**src/rtl/lsu_bridge_pkg.sv**
```systemverilog
// Shared types for the LSU-side memory bridge and its address decoder.
package lsu_bridge_pkg;

  typedef enum logic [2:0] {
    ST_IDLE      = 3'd0,
    ST_DMEM_ACC  = 3'd1,
    ST_DMEM_CAP  = 3'd2,
    ST_MMIO_WAIT = 3'd3,
    ST_RESP      = 3'd4
  } bridge_state_t;

  typedef enum logic [1:0] {
    REG_DMEM = 2'd0,
    REG_MMIO = 2'd1,
    REG_NONE = 2'd2
  } region_t;

  localparam logic [31:0] ERR_RDATA = 32'h0000_0000;

endpackage

```
**src/rtl/lsu_addr_decode.sv**
```systemverilog
// Combinational region decode of a byte address into data BRAM, MMIO window or unmapped.
module lsu_addr_decode
  import lsu_bridge_pkg::*;
#(
  parameter int          ADDR_WIDTH_D = 10,
  parameter logic [31:0] DMEM_BASE    = 32'h0000_0000,
  parameter logic [31:0] MMIO_BASE    = 32'h1000_0000,
  parameter int          MMIO_BITS    = 16
) (
  input  logic [31:0]             addr,
  output region_t                 region,
  output logic [ADDR_WIDTH_D-1:0] dmem_word,
  output logic [MMIO_BITS-1:0]    mmio_off
);

  logic [31:0] dmem_off_s;
  logic [32:0] dmem_size_s;
  logic        dmem_hit_s;
  logic        mmio_hit_s;

  // Wrapping subtraction makes addresses below the base fail the size compare.
  assign dmem_off_s  = addr - DMEM_BASE;
  assign dmem_size_s = 33'd4 << ADDR_WIDTH_D;
  assign dmem_hit_s  = {1'b0, dmem_off_s} < dmem_size_s;
  assign mmio_hit_s  = addr[31:MMIO_BITS] == MMIO_BASE[31:MMIO_BITS];
  assign dmem_word   = dmem_off_s[ADDR_WIDTH_D+1:2];
  assign mmio_off    = addr[MMIO_BITS-1:0];

  // Region priority: BRAM shadows the MMIO window if they overlap.
  always_comb begin
    region = REG_NONE;
    if (dmem_hit_s) begin
      region = REG_DMEM;
    end else if (mmio_hit_s) begin
      region = REG_MMIO;
    end else begin
      region = REG_NONE;
    end
  end

endmodule

```
**src/rtl/lsu_mem_bridge.sv**
```systemverilog
// Terminates the core's load/store handshake and routes each access to data BRAM,
// the MMIO bus (with timeout) or an error response, recording bus errors.
module lsu_mem_bridge
  import lsu_bridge_pkg::*;
#(
  parameter int          ADDR_WIDTH_D = 10,
  parameter logic [31:0] DMEM_BASE    = 32'h0000_0000,
  parameter logic [31:0] MMIO_BASE    = 32'h1000_0000,
  parameter int          MMIO_BITS    = 16,
  parameter int          TIMEOUT      = 255
) (
  input  logic                    clk,
  input  logic                    rst_n,
  input  logic                    rready_cpu,
  output logic                    rvalid_cpu,
  input  logic                    wvalid_cpu,
  output logic                    wready_cpu,
  input  logic [3:0]              strb_cpu,
  input  logic [31:0]             addr_cpu,
  input  logic [31:0]             data_cpu_o,
  output logic [31:0]             data_cpu_i,
  output logic                    dmem_en,
  output logic [3:0]              dmem_we,
  output logic [ADDR_WIDTH_D-1:0] dmem_addr,
  output logic [31:0]             dmem_wdata,
  input  logic [31:0]             dmem_rdata,
  output logic                    mmio_req,
  output logic                    mmio_we,
  output logic [3:0]              mmio_strb,
  output logic [MMIO_BITS-1:0]    mmio_addr,
  output logic [31:0]             mmio_wdata,
  input  logic [31:0]             mmio_rdata,
  input  logic                    mmio_ack,
  input  logic                    err_clr,
  output logic                    bus_err,
  output logic [31:0]             err_addr
);

  localparam int                CNT_W     = $clog2(TIMEOUT + 1);
  localparam logic [CNT_W-1:0] TIMEOUT_C = CNT_W'(TIMEOUT);
  localparam logic [CNT_W-1:0] CNT_ONE   = CNT_W'(1);

  bridge_state_t           state_r, next_s;
  region_t                 region_s;
  logic [ADDR_WIDTH_D-1:0] dmem_word_s;
  logic [MMIO_BITS-1:0]    mmio_off_s;
  logic [31:0]             addr_r, err_addr_s;
  logic                    we_r, req_s, req_we_s, err_s;
  logic [CNT_W-1:0]        cnt_r;

  lsu_addr_decode #(
    .ADDR_WIDTH_D(ADDR_WIDTH_D),
    .DMEM_BASE   (DMEM_BASE),
    .MMIO_BASE   (MMIO_BASE),
    .MMIO_BITS   (MMIO_BITS)
  ) u_decode (
    .addr     (addr_cpu),
    .region   (region_s),
    .dmem_word(dmem_word_s),
    .mmio_off (mmio_off_s)
  );

  // Next-state decode; in IDLE the live request stands in for the latched one.
  always_comb begin
    next_s     = state_r;
    err_s      = 1'b0;
    req_s      = wvalid_cpu | rready_cpu;
    req_we_s   = we_r;
    err_addr_s = addr_r;
    case (state_r)
      ST_IDLE: begin
        req_we_s   = wvalid_cpu;
        err_addr_s = addr_cpu;
        if (req_s) begin
          case (region_s)
            REG_DMEM: next_s = ST_DMEM_ACC;
            REG_MMIO: next_s = ST_MMIO_WAIT;
            default: begin
              next_s = ST_RESP;
              err_s  = 1'b1;
            end
          endcase
        end else begin
          next_s = ST_IDLE;
        end
      end
      ST_DMEM_ACC: next_s = we_r ? ST_RESP : ST_DMEM_CAP;
      ST_DMEM_CAP: next_s = ST_RESP;
      ST_MMIO_WAIT: begin
        // A late ack on the final wait cycle still counts as success.
        if (mmio_ack) begin
          next_s = ST_RESP;
        end else if (cnt_r == TIMEOUT_C) begin
          next_s = ST_RESP;
          err_s  = 1'b1;
        end else begin
          next_s = ST_MMIO_WAIT;
        end
      end
      ST_RESP: next_s = ST_IDLE;
      default: next_s = ST_IDLE;
    endcase
  end

  // State, request latches and all registered outputs.
  always_ff @(posedge clk or negedge rst_n) begin
    if (!rst_n) begin
      state_r    <= ST_IDLE;
      addr_r     <= 32'h0000_0000;
      we_r       <= 1'b0;
      cnt_r      <= {CNT_W{1'b0}};
      rvalid_cpu <= 1'b0;
      wready_cpu <= 1'b0;
      data_cpu_i <= 32'h0000_0000;
      dmem_en    <= 1'b0;
      dmem_we    <= 4'b0000;
      dmem_addr  <= {ADDR_WIDTH_D{1'b0}};
      dmem_wdata <= 32'h0000_0000;
      mmio_req   <= 1'b0;
      mmio_we    <= 1'b0;
      mmio_strb  <= 4'b0000;
      mmio_addr  <= {MMIO_BITS{1'b0}};
      mmio_wdata <= 32'h0000_0000;
      bus_err    <= 1'b0;
      err_addr   <= 32'h0000_0000;
    end else begin
      state_r    <= next_s;
      rvalid_cpu <= (next_s == ST_RESP) && !req_we_s;
      wready_cpu <= (next_s == ST_RESP) && req_we_s;
      dmem_en    <= next_s == ST_DMEM_ACC;
      dmem_we    <= ((next_s == ST_DMEM_ACC) && req_we_s) ? strb_cpu : 4'b0000;
      mmio_req   <= next_s == ST_MMIO_WAIT;
      if ((state_r == ST_IDLE) && req_s) begin
        addr_r     <= addr_cpu;
        we_r       <= wvalid_cpu;
        dmem_addr  <= dmem_word_s;
        dmem_wdata <= data_cpu_o;
        mmio_we    <= wvalid_cpu;
        mmio_strb  <= strb_cpu;
        mmio_addr  <= mmio_off_s;
        mmio_wdata <= data_cpu_o;
      end
      // Counter holds the index of the current wait cycle, starting at one.
      if (state_r == ST_MMIO_WAIT) begin
        cnt_r <= cnt_r + CNT_ONE;
      end else begin
        cnt_r <= CNT_ONE;
      end
      if (state_r == ST_DMEM_CAP) begin
        data_cpu_i <= dmem_rdata;
      end else if ((state_r == ST_MMIO_WAIT) && mmio_ack && !we_r) begin
        data_cpu_i <= mmio_rdata;
      end else if (err_s && !req_we_s) begin
        data_cpu_i <= ERR_RDATA;
      end
      // A new error outranks a simultaneous clear.
      if (err_s) begin
        bus_err  <= 1'b1;
        err_addr <= err_addr_s;
      end else if (err_clr) begin
        bus_err <= 1'b0;
      end
    end
  end

endmodule

```
**config.mk**
```make
export PLATFORM = sky130hd
export DESIGN_NAME = lsu_mem_bridge
export DESIGN_NICKNAME = d
export VERILOG_FILES = /design/src/rtl/lsu_bridge_pkg.sv /design/src/rtl/lsu_addr_decode.sv /design/src/rtl/lsu_mem_bridge.sv
export SDC_FILE = /design/constraint.sdc
export NUM_CORES = 1
export LEC_CHECK = 0
export CORE_ASPECT_RATIO = 1.2
export CORE_MARGIN = 10
export CORE_UTILIZATION = 44
export DETAILED_ROUTE_END_ITERATION = 10
export PLACE_DENSITY = 0.78
export SETUP_SLACK_MARGIN = 0.05
export SLEW_MARGIN = 20
export SYNTH_ARGS = -nofsm -noshare
export SYNTH_HDL_FRONTEND = slang
export SYNTH_HIERARCHICAL = 1
export SYNTH_SLANG_ARGS = --single-unit
export TNS_END_PERCENT = 20
```
**constraint.sdc**
```tcl
create_clock -name clk -period 2.53 [get_ports clk]
set_clock_uncertainty 0.2 [all_clocks]
set_input_delay 0.3795 -clock clk [delete_from_list [all_inputs] [get_ports clk]]
set_output_delay 0.3795 -clock clk [all_outputs]
set_load 0.01 [all_outputs]
```
* After elaboration in Yosys (flattened, before gate mapping)
Cells that the tools add are included.
Storage, ports and cells: output and inout port bits 168, register bits after elaboration 179, bits of input ports 138, logic and storage cells 64
Cells by class: $lt $le $gt $ge 1, equal/unequal tests 9, add/subtract/negate cells 1, multiplexer cells 22, bitwise gates (word level) 1, reduce and logical (&&, ||, !) cells 14
Operator list (number):
- 32-bit two-way mux | 4
- 32-bit by 13-bit < comparator with 1-bit output, second input constant | 1
- 16-bit by 13-bit == test with 1-bit output, second input constant | 1
- 3-bit two-way mux | 4
- 3-bit case mux with 4 select lines | 1
- 3-bit by 2-bit == test with 1-bit output, second input constant | 3
- 8-bit by 1-bit adder with 8-bit output, second input constant | 1
- 8-bit == test, second input constant | 1
- 8-bit two-way mux | 1
- 1-bit logical AND | 7
- 1-bit two-way mux | 7
- 3-bit by 1-bit == test with 1-bit output, second input constant | 2
- 3-bit case mux with 2 select lines | 1
- 2-bit two-way mux | 2
- 4-bit two-way mux | 1
- 3-bit == test, second input constant | 1
- 3-bit logical NOT | 1
- 3-bit nonzero test | 1
- 2-bit by 1-bit == test with 1-bit output, second input constant | 1
- 1-bit logical NOT | 2
- 2-bit logical NOT | 1
- 1-bit case mux with 2 select lines | 1
- 2-bit nonzero test | 1
- 2-bit OR reduction | 1
- 1-bit bitwise OR | 1

* Logic depth before layout (Yosys ltp)
Gate-level depths: netlist of run 1.
depth after elaboration 12, depth in mapped cells 9, gate-level depth less buffers 6

* Hierarchy
The synthesis of run 1 kept the hierarchy.
By module, submodules not included:
- lsu_mem_bridge | seq. area each 4479.3 um2, area an instance 7628.6 um2, cells an instance 796, times used 1
- lsu_addr_decode | seq. area each 0.0 um2, area an instance 252.7 um2, cells an instance 35, times used 1

* Worst setup path after synthesis of run 1
No wires, ideal clock.
path type input -> register, start input port addr_cpu[31], end register err_addr[27], slack 325 ps, setup time 127 ps, buffers on the path 2, data required time 2203 ps, stages on the path 8, data arrival time 1878 ps, cell sequence nor4_1 nand4_1 o21bai_1 nor3b_2 a21o_2 buf_6 buf_8 mux2_1
On the way: cells in the longest elaborated chain, start to end 8, elaborated cells between the ends (all ways) 10, classes of those cells order compare (1); eq/ne (2); mux (5); reduce/logical (2)
RTL lines:
- start, declared | line lsu_mem_bridge.sv:19 | input logic [31:0] addr_cpu,
- branches (longest 2 deep; another with 32-bit by 13-bit < comparator with 1-bit output)
- 2-bit two-way mux * | line lsu_addr_decode.sv:32 | if (dmem_hit_s) begin
- net region_s[1] | line lsu_mem_bridge.sv:44 | region_t region_s;
- 2-bit by 1-bit == test with 1-bit output / 2-bit logical NOT (equally long branches) | line lsu_mem_bridge.sv:75 | case (region_s)
- 2-bit OR reduction (no source line) *
- 1-bit two-way mux * | line lsu_mem_bridge.sv:75
- 1-bit two-way mux * | line lsu_mem_bridge.sv:74 | if (req_s) begin
- 1-bit case mux with 2 select lines * | line lsu_mem_bridge.sv:70 | case (state_r)
- end signal, assigned | line lsu_mem_bridge.sv:159 | err_addr <= err_addr_s;
- end, declared | line lsu_mem_bridge.sv:36 | output logic [31:0] err_addr
Mark *: on every way through the listed nets, which the timed path passes. A chain may end at the register's enable or synchronous reset.

* Worst setup path after layout of run 1
start input port addr_cpu[18], end register data_cpu_i[2]
On the way: cells in the longest elaborated chain, start to end 10, elaborated cells between the ends (all ways) 12, classes of those cells order compare (1); eq/ne (2); mux (5); reduce/logical (4)
RTL lines:
- branches (longest 2 deep; another with 32-bit by 13-bit < comparator with 1-bit output)
- 2-bit two-way mux * | line lsu_addr_decode.sv:32
- net region_s[1] | line lsu_mem_bridge.sv:44
- 2-bit by 1-bit == test with 1-bit output / 2-bit logical NOT (equally long branches) | line lsu_mem_bridge.sv:75
- 2-bit OR reduction (no source line) *
- 1-bit two-way mux * | line lsu_mem_bridge.sv:75
- 1-bit two-way mux * | line lsu_mem_bridge.sv:74
- 1-bit case mux with 2 select lines * | line lsu_mem_bridge.sv:70
- 1-bit logical AND * | line lsu_mem_bridge.sv:153 | end else if (err_s && !req_we_s) begin
- 3-bit nonzero test (no source line) *
- end signal, assigned | line lsu_mem_bridge.sv:150 | data_cpu_i <= dmem_rdata;
- end signal, assigned | line lsu_mem_bridge.sv:152 | data_cpu_i <= mmio_rdata;
- end, declared | line lsu_mem_bridge.sv:21 | output logic [31:0] data_cpu_i,
Marked as above.

==> results of run 1 <==
per-stage QoR:
step                      utilization [%]  setup WS, ns  power, mW  cell area (um^2)
after global routing                 65.4        0.0568       8.73             11500
after floorplan                         -         0.325       4.57              7880
after global placement               62.3        -0.257       5.84             10900
final                                65.4         0.150       8.29             11500
after detailed placement             62.3        -0.289       5.89             10900
after CTS                            65.4         0.158       8.39             11500
what timing repair did:
action,CTS,global route
buffers inserted,0,0
endpoints found under the hold margin,44,0
hold buffers,1,0
cell type report:
| class | count | area (um^2) |
|---|---|---|
| clock buffers | 20 | 447 |
| clock inverters | 12 | 100 |
| well taps | 220 | 275 |
| inverters | 8 | 30.0 |
| fillers | 1436 | 6070 |
| multi-input cells | 539 | 2720 |
| flip-flops and latches | 179 | 4480 |
| repair buffers | 344 | 3450 |
layout by cell type, fill, tap and decap left out, types with 2 or more instances in the layout:
cell type        synthesis  layout
buf_4                   59      30
inv_6                    0       3
inv_8                    0       2
xnor2_1                  3       3
nor2b_1                  2       2
dfrtp_1                179     179
o21ai_0                  5       5
clkdlybuf4s50_1          0     304
mux2_2                  28      28
clkbuf_1                27       2
clkbuf_16                0      17
and3_1                   5       5
clkinv_4                 0       3
clkinv_2                 0       2
nand3b_1                 2       2
a21oi_1                 32      32
a222oi_1                32      32
clkinvlp_4               0       2
xor2_1                   3       3
a21o_1                   2       2
buf_12                   0       8
nand3_1                  3       3
nand2b_1                 3       3
mux2_1                   4       4
nand2_1                376     376
inv_1                    8       8
nor2_1                  16      14
nor4_1                   4       4
per-layer routing:
layer  track usage (%)  routed length (um)
met1              24.2                9280
met2              35.4               13200
met3              5.83                1600
met4              5.83                 439
met5                 0                   0
state kept, by name, indices dropped and copies added, names as in the netlist:
name        count
addr_r         32
err_addr       32
dmem_addr      10
mmio_strb       4
mmio_addr      16
mmio_wdata     32
bus_err         1
state_r         3
rvalid_cpu      1
we_r            1
cnt_r           8
data_cpu_i     32
dmem_we         4
wready_cpu      1
mmio_req        1
dmem_en         1
kinds of logic after synthesis:
family          after synthesis  share of synthesized area [%]
simple gates                422                           21.4
flops                       179                           56.8
buf+inv                     113                           9.06
compound gates               76                           7.10
mux                          34                           4.83
xor+xnor                      6                          0.667
fa+ha+maj                     1                          0.159
critical path, cell delays in order:
cell and delay, ns:
clkdlybuf4s50_1 0.44, nor4_1 0.29, buf_4 0.16, nand4_1 0.10
o21bai_1 0.20, nor3b_2 0.17, a21o_2 0.24, buf_12 0.16
buf_4 0.20, a21oi_1 0.17
worst min path at each step:
stage                               to  slack (ns)  cells after the start
final                     mmio_addr[3]        0.26                      2
after global routing      mmio_addr[3]        0.27                      2
after CTS                 dmem_addr[4]        0.25                      2
after detailed placement  mmio_addr[3]        0.14                      1
after global placement    dmem_addr[4]        0.14                      1
after floorplan              addr_r[0]       -0.12                      0
power breakdown:
group	switching, mW	total, mW	leakage [nW]	internal (mW)
Combinational	1.03	2.27	2.92	1.24
Clock	1.16	2.47	0.265	1.31
Sequential	0.267	3.55	2.26	3.28
==> results.cfg, run 1 <==
[sta]
finalSetupViolations = 0
period_needed_ns = 2.38
fin_crit_sh_pct = 94.1
final_hold_viol_count = 0
finalHoldWorstSlack_ns = 0.256
rsz0062_at_grt = false
final.setup.tns_ns = 0
maxSlewViolCount = 0
relSlewSlack_pct = 69.3
worst_pin_slew_ns = 0.454
fmax_mhz = 420

[cells_and_area]
antenna_cells = 0
synthToLayoutAreaGrowth_pct = 45.9
drive_above_1_share_pct = 9.62
final_net_count = 1228
fin_cells = 1322

[clock_network]
insertion_delay_ns = 0.42
cts_tree = built
root_buffer = clkbuf_16
path_clk_slew_ns = 0.07
cts_sinks = 179
numCtsBuffers = 17
cts_resized = 0
cts.path.max_buffers = 2
h-tree-depth = 4

[synthesis]
ys_top_cells_by_count = 376 x nand2_1, 179 x dfrtp_1, 59 x buf_4
synth_top_area_share_pct = 56.8
synth_cell_types = 41
synthArstFlopShare_pct = 100
yosysSeqAreaShare_pct = 56.8
synthCells = 831
synth_top_cell_by_area = dfrtp_1
syn_nets = 970
yosysMostFrequentCell = nand2_1
yosysWarningCount = 6
avgSynthCellArea_um2 = 9.48
synthesis.area_um2 = 7880
ys_seq_elements = 179
synth_edf_count = 0
synth_ff_type = dfrtp_1
synth_area_leaders = dfrtp_1 57%, nand2_1 18%, buf_4 5.6%, a222oi_1 4.1%, mux2_2 4.0%

[place]
dpl.hpwl_mm = 17.9
globalplace.congestion = 0.827
portBuffers = 305
dp.cells = 1289

[power_and_ir_drop]
p_per_area_nw_per_um2 = 721
p_leak_nw = 5.44
ir_drop_mv = 0.610

[job]
drv_cap = 0

[floorplanning]
start_util_pct = 44.8
fp.coreArea_um2 = 17600
num_rows = 53
io_pins = 306
dieArea_um2 = 23700
die_y_um = 167
die_w_um = 142

[critical_path]
r2r_cells = 6
worstSetupStartpointType = input port
worst-setup-path-type = in -> reg
crit_path_end = data_cpu_i[2]
endpoint_kind = flop
critical_path.startpoint = addr_cpu[18]
worst-path-max-fanout = 18
r2r_start = state_r[2]
timing.critical_path.arrival_ns = 2.52
reg2reg_to = data_cpu_i[2]
crit_required_ns = 2.67
rrSetupSlack_ns = 0.27

[drt]
avgRoutedWirePerCell_um = 18.5
viasPerCell = 5.02
dr_total_vias = 6636
drc = 0
ant_nets = 0
drtPass1Iterations = 6
routed_wl_mm = 24.5
drt_iter0_markers = 610

[grt]
grt_pass1_wl_mm = 38.8
grt_max_degree = 92
antenna_found_initial = 0
grt-ovfl-total = 0
grt_pass1_vias = 6846
track_usage_pct = 20.5

[hold_path]
min_path_type = in -> async

[run_status]
status = complete, no violations
(Power assumes the default switching activity.)
==> run 2: changes to the inputs <==
==> constraint.sdc (replaced) <==
create_clock -name clk -period 2.53 [get_ports clk]
set_clock_uncertainty 0.2 [all_clocks]
set_input_delay 0.6325 -clock clk [delete_from_list [all_inputs] [get_ports clk]]
set_output_delay 0.6325 -clock clk [all_outputs]
set_load 0.01 [all_outputs]
==> results.cfg, run 2 (same netlist as run 1, synthesis figures left out) <==
[clock_network]
root_buffer = clkbuf_16
numCtsBuffers = 17
insertion_delay_ns = 0.42
cts_tree = built
cts_sinks = 179
cts.path.max_buffers = 2
path_clk_slew_ns = 0.07
h-tree-depth = 4

[critical_path]
r2r_start = state_r[2]
worst-path-max-fanout = 5
crit_required_ns = 2.64
timing.critical_path.arrival_ns = 2.54
rrSetupSlack_ns = 0.26
cpLargestDelayFamily = buffers and inverters
crit_buf_inv = 2
endpoint_kind = flop
cp_slowest_stage_delay_ns = 0.44
worst-setup-path-type = in -> reg
crit_chain = clkdlybuf4s50_1, nor4_2, nand4_1, o21bai_4, nor3b_4, a21o_4, buf_6, mux2_1
crit_slowest_cell = clkdlybuf4s50_1
worstSetupStartpointType = input port
reg2reg_to = addr_r[9]
worstSetupPathDepth = 8
r2r_cells = 6

[floorplanning]
fp.coreArea_um2 = 17600
dieArea_um2 = 23700
io_pins = 306
start_util_pct = 44.8
die_w_um = 142
num_rows = 53
die_y_um = 167

[power_and_ir_drop]
ir_drop_mv = 0.459
p_leak_nw = 5.60
power_mw = 8.74
p_per_area_nw_per_um2 = 739

[sta]
worst_pin_slew_ns = 0.519
fin_crit_sh_pct = 96.1
period_needed_ns = 2.43
fmax_mhz = 411
rsz0062_at_grt = false
maxSlewViolCount = 0
relSlewSlack_pct = 64.9
finalSetupViolations = 0
fin_ws_ns = 0.0984
final_hold_viol_count = 0

[place]
place_ws_ns = -0.653
globalplace.congestion = 0.843
dpl.hpwl_mm = 18.4
portBuffers = 305
dpl_cell_area_um2 = 11100

[drt]
avgRoutedWirePerCell_um = 19.0
drtPass1Iterations = 7
viasPerCell = 5.09
drt_iter0_markers = 546
routed_wl_mm = 25.4
ant_nets = 0
drc = 0
dr_total_vias = 6794

[grt]
grt-ovfl-total = 0
grt_pass1_wl_mm = 39.9
grt_pass1_vias = 7029
grt_max_degree = 75
antenna_found_initial = 1
track_usage_pct = 21.1

[cells_and_area]
final_area_um2 = 11800
synthToLayoutAreaGrowth_pct = 50.1
most-common-layout-cells = 376 x nand2_1, 294 x clkdlybuf4s50_1, 179 x dfrtp_1
num-fill-cells = 1403
final_net_count = 1241
layout_commonest_cell = nand2_1
seq_area_um2 = 4480
drive_above_1_share_pct = 11.5
multiInputGateArea_um2 = 2780

[hold_path]
min_path_type = reg -> reg
min_path_cells = 1
worstHoldStart = cnt_r[0]
min_to = cnt_r[0]

[job]
drv_cap = 0

[run_status]
status = complete, no violations
-- run 2: cell count changes in the layout (fill, tap and decap cells not counted), sizes merged --
| cell | change |
|---|---|
| clkdlybuf4s50 | -10 |
| inv | -1 |
| clkinvlp | -1 |
| clkbuf | -2 |
| clkdlybuf4s15 | +2 |
| bufinv | +4 |
| buf | +13 |
| diode | +1 |
| dlygate4sd2 | +8 |
-- run 2: final cells by class --
| class | count | share of cell area [%] |
|---|---|---|
| multi-input combinational | 539 | 23.5 |
| antenna | 1 | 0.0212 |
| sequential | 179 | 37.9 |
| timing repair buffer | 357 | 30.7 |
| tap | 220 | 2.33 |
| clock inverter | 14 | 1.67 |
| clock buffer | 18 | 3.63 |
| inverter | 8 | 0.254 |
-- run 2: layer usage --
layer | global-route usage [%] | vias to the layer above | routed length, um
met1 | 23.9 | 3328 | 9580
met5 | 0 | - | 0
li1 | - | 3208 | -
met3 | 5.21 | 44 | 1490
met4 | 8.54 | 0 | 813
met2 | 36.6 | 214 | 13500
-- run 2: report_power, final --
group          leakage [nW]  switching, mW  internal [mW]
registers              2.26          0.269           3.28
clock network         0.307           1.16           1.67
logic                  3.04           1.07           1.30
-- run 2: worst register-to-register path: cells and delay by family, from the launching register on --
family / cells / cell delay (ns)
buffers and inverters: 2 / 0.68
flip-flops: 1 / 0.46
AND/OR/NAND/NOR: 4 / 0.87
-- run 2: worst max path at each step --
stage	slack, ns	startpoint	end
final	0.1	addr_cpu[27]	err_addr[29]
after CTS	0.06	addr_cpu[22]	err_addr[28]
after detailed placement	-0.65	addr_cpu[18]	err_addr[28]
after global placement	-0.66	addr_cpu[18]	err_addr[28]
after floorplan	0.07	addr_cpu[31]	err_addr[27]
after global routing	0.05	addr_cpu[27]	err_addr[28]
-- run 2: what timing repair did --
action / in CTS / in global routing
buffers inserted: 0 / 1
endpoints found under the setup margin: 65 / 65
pin swaps: 3 / 1
hold buffers: 1 / 0
gates resized for setup: 17 / 9
gates cloned: 2 / 0
hold endpoints to repair: 46 / 0
-- run 2: stage by stage --
stage	hold WS [ns]	utilization (%)	TNS, ns	std cells
detailed placement	0.246	63.0	-41.50	1299
CTS	0.255	67.0	0	1334
finish	0.246	67.3	0	1336
floorplan	0.137	-	0	831
global placement	0.241	63.0	-41.82	1299
global route	0.298	67.3	0	1336
